**src/rtl/gb_mem_pkg.sv**
```systemverilog
// gb_mem_pkg: shared arbiter state, owner encoding and SDRAM address width
package gb_mem_pkg;
  localparam int ADDR_W_DEF = 24;
  typedef enum logic [2:0] {ST_IDLE, ST_DL_WR, ST_CPU_RD, ST_CPU_WR, ST_BK_RD, ST_BK_WR} state_t;
  typedef enum logic [1:0] {OWN_NONE, OWN_DL, OWN_CPU, OWN_BK} owner_t;
  function automatic owner_t owner_of(state_t s);
    return s == ST_DL_WR ? OWN_DL :
           (s == ST_CPU_RD || s == ST_CPU_WR) ? OWN_CPU :
           (s == ST_BK_RD || s == ST_BK_WR) ? OWN_BK : OWN_NONE;
  endfunction
endpackage

```
**src/rtl/cart_mem_arb.sv**
```systemverilog
// cart_mem_arb: slot-based SDRAM arbiter for ROM download, cart CPU and save-RAM backup
// Ports:
//   clk_sys, reset_n (async active-low), ce_cpu (slot boundary strobe, one per 8 clk)
//   dl_active, dl_req/dl_addr/dl_data -> dl_ack        ROM download word writes
//   cpu_rd/cpu_wr/cpu_addr/cpu_a0/cpu_din -> cpu_dout  cart byte access
//   bk_req/bk_we/bk_addr/bk_din -> bk_dout/bk_ack      backup word access at BK_BASE
//   sd_addr/sd_din/sd_ds/sd_we/sd_oe <- sd_dout         registered per-slot SDRAM command
module cart_mem_arb
  import gb_mem_pkg::*;
#(
  parameter int ADDR_W = ADDR_W_DEF,
  parameter logic [ADDR_W-1:0] BK_BASE = 24'h100000
) (
  input  logic              clk_sys,
  input  logic              reset_n,
  input  logic              ce_cpu,
  input  logic              dl_active,
  input  logic              dl_req,
  input  logic [ADDR_W-1:0] dl_addr,
  input  logic [15:0]       dl_data,
  output logic              dl_ack,
  input  logic              cpu_rd,
  input  logic              cpu_wr,
  input  logic [ADDR_W-1:0] cpu_addr,
  input  logic [7:0]        cpu_din,
  input  logic              cpu_a0,
  output logic [7:0]        cpu_dout,
  input  logic              bk_req,
  input  logic              bk_we,
  input  logic [ADDR_W-1:0] bk_addr,
  input  logic [15:0]       bk_din,
  output logic [15:0]       bk_dout,
  output logic              bk_ack,
  output logic [ADDR_W-1:0] sd_addr,
  output logic [15:0]       sd_din,
  output logic [1:0]        sd_ds,
  output logic              sd_we,
  output logic              sd_oe,
  input  logic [15:0]       sd_dout
);
  state_t r_state, w_next;
  owner_t w_own_cur, w_own_nxt;
  logic r_a0;
  logic w_dl_ok, w_bk_ok;
  logic [ADDR_W-1:0] w_addr;
  logic [15:0] w_din;
  logic [1:0] w_ds;
  assign w_own_cur = owner_of(r_state);
  assign w_own_nxt = owner_of(w_next);
  // A req still high at the boundary ending its own slot is the word just served,
  // since the requester only sees the ack afterwards; it is not re-granted.
  assign w_dl_ok = dl_req && w_own_cur != OWN_DL;
  assign w_bk_ok = bk_req && w_own_cur != OWN_BK;
  always_comb
    w_next = (dl_active && w_dl_ok) ? ST_DL_WR :
             (!dl_active && cpu_wr) ? ST_CPU_WR :
             (!dl_active && cpu_rd) ? ST_CPU_RD :
             w_bk_ok ? (bk_we ? ST_BK_WR : ST_BK_RD) : ST_IDLE;
  // Idle slots keep the previous address/data/lanes on the bus.
  always_comb begin
    w_addr = w_own_nxt == OWN_DL ? dl_addr :
             w_own_nxt == OWN_CPU ? cpu_addr :
             w_own_nxt == OWN_BK ? BK_BASE + bk_addr : sd_addr;
    w_din = w_next == ST_DL_WR ? dl_data :
            w_next == ST_CPU_WR ? {cpu_din, cpu_din} :
            w_next == ST_BK_WR ? bk_din : sd_din;
    w_ds = w_next == ST_CPU_WR ? {cpu_a0, ~cpu_a0} :
           w_next == ST_IDLE ? sd_ds : 2'b11;
  end
  always_ff @(posedge clk_sys or negedge reset_n)
    if (!reset_n) begin
      r_state  <= ST_IDLE;
      r_a0     <= 1'b0;
      dl_ack   <= 1'b0;
      bk_ack   <= 1'b0;
      sd_addr  <= '0;
      sd_din   <= '0;
      sd_ds    <= '0;
      sd_we    <= 1'b0;
      sd_oe    <= 1'b0;
      cpu_dout <= '0;
      bk_dout  <= '0;
    end else begin
      dl_ack <= ce_cpu && w_own_cur == OWN_DL;
      bk_ack <= ce_cpu && w_own_cur == OWN_BK;
      if (ce_cpu) begin
        r_state <= w_next;
        r_a0    <= cpu_a0;
        sd_addr <= w_addr;
        sd_din  <= w_din;
        sd_ds   <= w_ds;
        sd_we   <= w_next inside {ST_DL_WR, ST_CPU_WR, ST_BK_WR};
        sd_oe   <= w_next inside {ST_CPU_RD, ST_BK_RD};
        if (r_state == ST_CPU_RD) cpu_dout <= r_a0 ? sd_dout[15:8] : sd_dout[7:0];
        if (r_state == ST_BK_RD) bk_dout <= sd_dout;
      end
    end
endmodule

```
**config.mk**
```make
export PLATFORM = sky130hd
export DESIGN_NAME = cart_mem_arb
export DESIGN_NICKNAME = d
export VERILOG_FILES = /design/src/rtl/gb_mem_pkg.sv /design/src/rtl/cart_mem_arb.sv
export SDC_FILE = /design/constraint.sdc
export NUM_CORES = 1
export LEC_CHECK = 0
export ABC_AREA = 1
export BUFFER_PORTS_ARGS = -buffer_cell sky130_fd_sc_hd__buf_2
export CAP_MARGIN = 40
export CELL_PAD_IN_SITES_DETAIL_PLACEMENT = 1
export CELL_PAD_IN_SITES_GLOBAL_PLACEMENT = 1
export CORE_UTILIZATION = 31
export DETAILED_ROUTE_END_ITERATION = 8
export GPL_ROUTABILITY_DRIVEN = 0
export HOLD_SLACK_MARGIN = 0.06
export PLACE_DENSITY = 0.87
export SETUP_SLACK_MARGIN = 0.05
export SYNTH_ARGS = -nofsm -noshare
export SYNTH_HDL_FRONTEND = slang
export SYNTH_SLANG_ARGS = --single-unit
```
**constraint.sdc**
```tcl
create_clock -name clk_sys -period 1.9 [get_ports clk_sys]
set_input_delay 0.19 -clock clk_sys [delete_from_list [all_inputs] [get_ports clk_sys]]
set_output_delay 0.19 -clock clk_sys [all_outputs]
set_load 0.01 [all_outputs]
```
* Yosys cells after proc, flatten, opt, wreduce, memory -nomap -nowiden
Cells that the tools add are included.
** Storage, ports and cells
- Register bits :: 74
- Bits of input ports :: 138
- Output and inout port bits :: 70
- Word-level logic and storage cells :: 72
** Cells by class
- $add $sub $neg :: 1
- Eq/ne operators :: 18
- Mux-type cells :: 20
- Bitwise logic cells :: 1
- Reduce and logical (&&, ||, !) cells :: 21
** Operators by type and width (count)
- two-way mux 24 bit :: 3
- two-way mux 16 bit :: 3
- adder 21 x 24 -> 24 bit, first input constant :: 1
- two-way mux 2 bit :: 8
- == test 3 x 2 -> 1 bit, second input constant :: 4
- == test 3 bit, second input constant :: 4
- two-way mux 3 bit :: 4
- AND reduction 2 bit :: 5
- two-way mux 8 bit :: 1
- logical AND 1 bit :: 7
- == test 2 bit, second input constant :: 3
- == test 3 x 1 -> 1 bit, second input constant :: 2
- nonzero test 3 bit :: 2
- == test 2 x 1 -> 1 bit, second input constant :: 2
- logical OR 1 bit :: 4
- inequality test 2 bit, second input constant :: 2
- zero test 3 bit :: 1
- inequality test 2 x 1 -> 1 bit, second input constant :: 1
- nonzero test 2 bit :: 1
- zero test 1 bit :: 1
- two-way mux 1 bit :: 1
- NOT 1 bit :: 1

* Longest topological paths before layout
Gate-level depths: netlist (run 1).
- Word-level depth :: 20
- Gate-level depth with buffers :: 9
- Gate-level depth less buffers :: 9

* Worst setup path after synthesis (run 1)
OpenSTA, ideal clock, no wires.
- Path type :: register -> register
- Start point :: reg r_state[1]
- End point :: reg bk_dout[11]
- Setup time :: 0.125 ns
- Arrival :: 1.204 ns
- Data required time :: 1.775 ns
- Path slack :: 0.571 ns
- Stages on the path, launching flop included :: 7
- Clock period less this slack :: 1.329 ns
- Cells stage by stage :: dfrtp_1 > inv_1 > nand2_2 > nor2_2 > nand2_2 > buf_6 > mux2_4
** On the way
- Word-level cells in the longest chain between the ends :: 2
** Ends and longest elaborated chain
- start, declared :: line cart_mem_arb.sv:41 : state_t r_state, w_next;
- start signal, assigned :: line cart_mem_arb.sv:87 : r_state <= w_next;
- == test 3 bit :: line cart_mem_arb.sv:95 : if (r_state == ST_BK_RD) bk_dout <= sd_dout;
- AND reduction 2 bit (no source line)
- end signal, assigned :: line cart_mem_arb.sv:95
- end, declared :: line cart_mem_arb.sv:32 : output logic [15:0] bk_dout,
Every way passes these cells.
A chain may end at the register's enable or synchronous reset.

* Worst setup path in the final report (run 1)
- Start point :: reg r_state[2]
- End point :: reg sd_ds[1]
** On the way
- Word-level cells in the longest chain between the ends :: 14
- Elaborated cells between the ends (all ways) :: 24
- Those cells by class :: eq/ne: 9; mux: 8; reduce/logical: 7
** Ends and longest elaborated chain
- == test 3 bit :: line gb_mem_pkg.sv:9 : (s == ST_BK_RD || s == ST_BK_WR) ? OWN_BK : OWN_NONE;
- logical OR 1 bit :: line gb_mem_pkg.sv:9
- two-way mux 2 bit :: line gb_mem_pkg.sv:9
- two-way mux 2 bit :: line gb_mem_pkg.sv:8 : (s == ST_CPU_RD || s == ST_CPU_WR) ? OWN_CPU :
- two-way mux 2 bit (*) :: line gb_mem_pkg.sv:7 : return s == ST_DL_WR ? OWN_DL :
- inequality test 2 bit :: line cart_mem_arb.sv:53 : assign w_bk_ok = bk_req && w_own_cur != OWN_BK;
- logical AND 1 bit :: line cart_mem_arb.sv:53
- two-way mux 3 bit :: line cart_mem_arb.sv:58 : w_bk_ok ? (bk_we ? ST_BK_WR : ST_BK_RD) : ST_IDLE;
- two-way mux 3 bit :: line cart_mem_arb.sv:57 : (!dl_active && cpu_rd) ? ST_CPU_RD :
- two-way mux 3 bit :: line cart_mem_arb.sv:56 : (!dl_active && cpu_wr) ? ST_CPU_WR :
- two-way mux 3 bit (*) :: line cart_mem_arb.sv:55 : w_next = (dl_active && w_dl_ok) ? ST_DL_WR :
- == test 3 x 2 -> 1 bit / zero test 3 bit (equally long branches) :: line cart_mem_arb.sv:67, cart_mem_arb.sv:68
- inequality test 2 bit (no source line)
- AND reduction 2 bit (no source line)
- end signal, assigned :: line cart_mem_arb.sv:91 : sd_ds <= w_ds;
- end, declared :: line cart_mem_arb.sv:36 : output logic [1:0] sd_ds,
Every way passes the cells marked *; elsewhere a longest branch is shown, timed or not.

==> impl_metrics.env, run 1 <==
export IMPL_clk_latency_ns=0.32
export IMPL_dp_hpwl_um=10600
export IMPL_synth_most_common_cell="nand2_1"
export IMPL_crit_type="reg2reg"
export IMPL_syn_inst=594
export IMPL_max_slew_margin_rel=0.627
export IMPL_worst_path_buf_inv=1
export IMPL_hold_path_startpoint="sd_dout[11]"
export IMPL_cpMaxStageDelayCell="dfrtp_1"
export IMPL_critPathLaunchType="flip-flop"
export IMPL_cp_max_fo=21
export IMPL_status="finished clean"
export IMPL_std_cell_rows=41
export IMPL_seq_area_frac_synth=0.449
export IMPL_endpoint_kind="flip-flop"
export IMPL_cap_violations=0
export IMPL_synth_top_area_cell="dfrtp_1"
export IMPL_viasPerCell=4.55
export IMPL_antenna_found_initial=1
export IMPL_wl_per_cell_um=14.1
export IMPL_worstHoldPathType="in2reg"
export IMPL_grt_usage=0.207
export IMPL_synth_flop_cell="dfrtp_1"
export IMPL_synth_compound_area_frac=0.0404
export IMPL_fmax_mhz=614
export IMPL_syn_to_final_growth_pct=37.7
export IMPL_yosys_area_share_adder=0.00304
export IMPL_drive_gt1_frac=0.318
export IMPL_skew_ns=0.00320
export IMPL_grt_pass1_vias=4631
export IMPL_ir_drop_v=0.000388
export IMPL_synth_warning_count=0
export IMPL_cts_setup_buffers=0
export IMPL_cp_startpoint="r_state[2]"
export IMPL_async_reset_ff_frac=1.00
export IMPL_register_area_um2=1850
export IMPL_synth_ff_latch_count=74
export IMPL_cts_tree="built"
export IMPL_fin_crit_sh=0.857
export IMPL_grt_pass1_wl_um=23000
export IMPL_synth_top_cell_area_share=0.449
export IMPL_finalWirelength_um=13800
export IMPL_rsz0062_at_grt="no"
export IMPL_multi_input_area_um2=1860
export IMPL_yosys_mux_area_fraction=0.0255
export IMPL_synthesis_area_um2=4120
export IMPL_drtPass1Iterations=4
export IMPL_coreArea_um2=12800
export IMPL_cp_top_family="simple AND/OR/NAND/NOR gates"
export IMPL_syn_num_nets=733
export IMPL_clock_path_buffers=2
export IMPL_synth_area_leaders="dfrtp_1, nand2_1, inv_1"
export IMPL_grt_overflow=0
export IMPL_die_h_um=117
export IMPL_fp_dieArea_um2=13800
export IMPL_clk_pin_slew_ns=0.06
export IMPL_drt_iter0_markers=153
export IMPL_htree_levels=3
export IMPL_port_buffers=207
export IMPL_ys_top_cells_by_count="nand2_1, dfrtp_1, inv_1"
export IMPL_worst_ep_required_time_ns=2.14
export IMPL_dp_cells=959
export IMPL_fin_cells=977
export IMPL_ant_nets=0
export IMPL_cpPeakStageDelay_ns=0.43
export IMPL_num_vias=4445
export IMPL_drv_slew=0
export IMPL_avgSynthCellArea_um2=6.94
export IMPL_p_leak_nw=3.49
export IMPL_pwr_density_cell_nw_per_um2=1010
export IMPL_netlist_cell_type_count=24
export IMPL_ios=208
export IMPL_initial_core_util=0.323
export IMPL_finalNetCount=938
export IMPL_grt_max_degree=43
export IMPL_setup_tns_ns=0
export IMPL_synthSimpleGateAreaFrac=0.378
export IMPL_tightestPinTransition_ns=0.560
export IMPL_final_setup_viol_count=0
export IMPL_cts_made_buffers=9
export IMPL_synth_top_family_by_area="simple AND/OR/NAND/NOR gates"
export IMPL_crit_top_cell="nand2_1"
export IMPL_r2r_start="r_state[2]"
export IMPL_timing_final_crit_period_ns=1.63
export IMPL_path_cells="nor2_1 -> nand2_1 -> nand2_8 -> nand4_1 -> nand2_1 -> buf_4 -> nand2_1 -> o21ai_0"
export IMPL_die_width_um=117
export IMPL_drc_errors=0
export IMPL_cp_arrival_ns=1.87
export IMPL_synth_xor_area_share=0.00213
export IMPL_synth_edf_count=0
export IMPL_clock_sinks=74
export IMPL_nFillCells=1710
export IMPL_hold_viol=0
export IMPL_cts_root_buf="clkbuf_16"
report_power, final:
group          internal (mW)  switching, mW  leakage, nW
Sequential              1.97          0.234        0.908
Clock                   1.22          0.647        0.163
Combinational          0.711          0.918         2.42
Total                   3.91           1.80         3.49
what timing repair did:
item | in CTS | in global routing
setup endpoints to repair | 0 | 7
gates resized for setup | 0 | 3
endpoints found under the hold margin | 39 | 0
hold buffers | 1 | 0
layout by cell type, fill, tap and decap left out, types with 4 or more instances in the layout:
cell type  count
nand2_1      311
buf_2        206
dfrtp_1       74
inv_1         61
nand3_1       42
nor2_1        20
a21oi_1       16
buf_4         15
o21ai_0       14
clkbuf_16      9
nand4_1        5
mux2_4         4
mux2_2         4
stage by stage:
stage	instance area [um^2]	hold WS [ns]	power (mW)	setup slack (ns)	utilization
after detailed placement	5320	0.220	3.88	0.206	0.417
after global routing	5670	0.108	6.07	0.0971	0.444
after floorplan	4120	-0.106	3.09	0.571	-
final	5680	0.116	5.71	0.272	0.444
after CTS	5660	0.106	5.78	0.194	0.443
after global placement	5320	0.217	3.81	0.283	0.417
kinds of logic after synthesis:
kind of cell	count (synthesis)
flip-flops	74
buffers and inverters	93
AND/OR/NAND/NOR	385
multiplexers	8
AO/OA/AOI/OAI	32
adder cells (fa/ha/maj)	1
XOR/XNOR	1
flip-flops by register name, indices dropped and copies added (netlist names):
register and cells:
sd_ds 2, sd_din 16, r_a0 1, sd_we 1, cpu_dout 8, r_state 3, dl_ack 1, bk_ack 1
sd_oe 1, sd_addr 24, bk_dout 16
per-layer routing:
metal,GRT usage,part of all wire
met4,0.0674,0.020
met1,0.258,0.45
met2,0.359,0.48
met3,0.0399,0.051
met5,0,0
final timing paths:
kind | to | slack [ns] | cells after the start
min in group asynchronous | sd_addr[10] | 0.41 | 2
max in group asynchronous | r_state[1] | 0.84 | 3
max | sd_ds[1] | 0.27 | 8
max reg2reg | sd_ds[1] | 0.27 | 8
min reg2reg | sd_addr[14] | 0.47 | 2
min | bk_dout[11] | 0.12 | 2
area by class of cell:
| class | count | area share |
|---|---|---|
| Inverter | 64 | 0.0428 |
| Tap cell | 172 | 0.0379 |
| Multi-Input combinational cell | 427 | 0.328 |
| Timing Repair Buffer | 223 | 0.207 |
| Sequential cell | 74 | 0.326 |
| Clock inverter | 4 | 0.0130 |
| Clock buffer | 12 | 0.0452 |
| Antenna cell | 1 | 0.000441 |
(Power assumes the default switching activity.)
==> run 2, diff against run 1 <==
==> constraint.sdc (replaced) <==
create_clock -name clk_sys -period 1.9 [get_ports clk_sys]
set_input_delay 0.095 -clock clk_sys [delete_from_list [all_inputs] [get_ports clk_sys]]
set_output_delay 0.095 -clock clk_sys [all_outputs]
set_load 0.01 [all_outputs]
==> impl_metrics.env, run 2 (synthesis gave the netlist of run 1 again) <==
export IMPL_setup_tns_ns=0
export IMPL_cp_max_fo=18
export IMPL_drc_errors=0
export IMPL_use_met3=0.0486
export IMPL_drv_slew=0
export IMPL_regMostFlops="sd_addr"
export IMPL_die_h_um=117
export IMPL_antennaDiodeCount=0
export IMPL_p_leak_nw=3.52
export IMPL_wl_per_cell_um=14.4
export IMPL_hold_viol=0
export IMPL_cts_root_buf="clkbuf_16"
export IMPL_grt_overflow=0
export IMPL_grt_pass1_wl_um=23800
export IMPL_antenna_found_initial=1
export IMPL_timing_final_crit_period_ns=1.71
export IMPL_grt_busiest_layer="met2"
export IMPL_std_cell_rows=41
export IMPL_rsz0062_at_grt="no"
export IMPL_met2_usage=0.377
export IMPL_coreArea_um2=12800
export IMPL_viasPerCell=4.55
export IMPL_largest_register_ffs=24
export IMPL_tightestPinTransition_ns=0.522
export IMPL_finalWirelength_um=14200
export IMPL_fin_crit_sh=0.903
export IMPL_r2r_start="r_state[2]"
export IMPL_critPathLaunchType="flip-flop"
export IMPL_worst_ep_required_time_ns=2.09
export IMPL_grt_pass1_vias=4676
export IMPL_clock_sinks=74
export IMPL_final_common_cell="nand2_1"
export IMPL_final_setup_viol_count=0
export IMPL_grt_usage=0.214
export IMPL_fmax_mhz=583
export IMPL_worstHoldPathType="in2reg"
export IMPL_syn_to_final_growth_pct=39.6
export IMPL_pwr_density_cell_nw_per_um2=944
export IMPL_crit_type="reg2reg"
export IMPL_ios=208
export IMPL_clk_pin_slew_ns=0.06
export IMPL_skew_ns=0.00621
export IMPL_port_buffers=207
export IMPL_max_slew_margin_rel=0.652
export IMPL_hold_ws_ns=0.0682
export IMPL_ant_nets=0
export IMPL_cpPeakStageDelay_ns=0.44
export IMPL_drt_iter0_markers=185
export IMPL_dp_hpwl_um=10400
export IMPL_use_met1=0.265
export IMPL_htree_levels=3
export IMPL_cts_tree="built"
export IMPL_drtPass1Iterations=4
export IMPL_final_cell_mix="nand2_1, buf_2, dfrtp_1"
export IMPL_finalNetCount=950
export IMPL_num_vias=4490
export IMPL_cp_startpoint="r_state[2]"
export IMPL_cts_setup_buffers=0
export IMPL_cap_violations=0
export IMPL_path_cells="nor2_1 -> nand2_1 -> nand2_4 -> buf_4 -> nand3_4 -> nand2_2 -> o21ai_0"
export IMPL_cts_made_buffers=9
export IMPL_fp_dieArea_um2=13800
export IMPL_initial_core_util=0.323
export IMPL_cp_arrival_ns=1.90
export IMPL_die_width_um=117
export IMPL_clock_path_buffers=2
export IMPL_ir_drop_v=0.000415
export IMPL_drive_gt1_frac=0.310
export IMPL_status="finished clean"
export IMPL_endpoint_kind="flip-flop"
export IMPL_largestRegisters="sd_addr x24, bk_dout x16, sd_din x16"
export IMPL_clk_latency_ns=0.33
export IMPL_cpMaxStageDelayCell="dfrtp_1"
export IMPL_hold_path_startpoint="dl_addr[20]"
export IMPL_grt_max_degree=46
==> run 2: cell count changes in the layout (fill, tap and decap cells not counted), sizes merged <==
cell,change
dlygate4sd3,+16
buf,-4
bufinv,-2
clkbuf,-2
clkinv,+2
clkinvlp,+1
diode,-1
==> run 2: worst paths after layout <==
kind	end	slack, ns	depth (start not counted)
max in group asynchronous	sd_din[11]	1.05	3
worst min register to register	sd_addr[20]	0.47	2
min in group asynchronous	sd_addr[10]	0.27	2
worst max-delay path	r_state[0]	0.19	7
worst min-delay path	sd_addr[20]	0.07	5
worst max register to register	r_state[0]	0.19	7
==> run 2: cell type report <==
cell class | instances | area [um^2]
Clock buffer | 10 | 239
Clock inverter | 5 | 31.3
Fill cell | 1705 | 7020
Inverter | 64 | 243
Multi-Input combinational cell | 427 | 1850
Sequential cell | 74 | 1850
Tap cell | 172 | 215
Timing Repair Buffer | 235 | 1320
==> run 2: critical path, delay by kind of cell, from the launching register on <==
family,cells,cell delay [ns]
flip-flops,1,0.44
AND/OR/NAND/NOR,5,0.76
AO/OA/AOI/OAI,1,0.14
buffers and inverters,1,0.23
==> run 2: repair_timing <==
item	CTS	global route
resized for setup	0	4
endpoints found under the hold margin	45	0
setup endpoints to repair	0	24
hold buffers	17	0
==> run 2: power breakdown <==
group	internal (mW)	total (mW)	switching, mW
Sequential	1.97	2.21	0.238
Clock	0.907	1.55	0.640
Combinational	0.730	1.67	0.942
Total	3.61	5.43	1.82
==> run 2: metrics by stage <==
step / total power, mW / instance area, um^2 / setup slack, ns / utilization / std cells
finish: 5.43 / 5750 / 0.185 / 0.450 / 987
global route: 5.78 / 5750 / 0.0533 / 0.450 / 987
CTS: 5.48 / 5750 / 0.124 / 0.450 / 987
detailed placement: 3.87 / 5310 / 0.172 / 0.415 / 955
global placement: 3.81 / 5310 / 0.260 / 0.415 / 955
floorplan: 3.09 / 4120 / 0.571 / - / 594
==> run 2: layer usage <==
layer	share of wire	up-vias
li1	-	2239
met5	0.00092	-
met3	0.054	13
met4	0.0092	2
met2	0.50	126
met1	0.44	2110
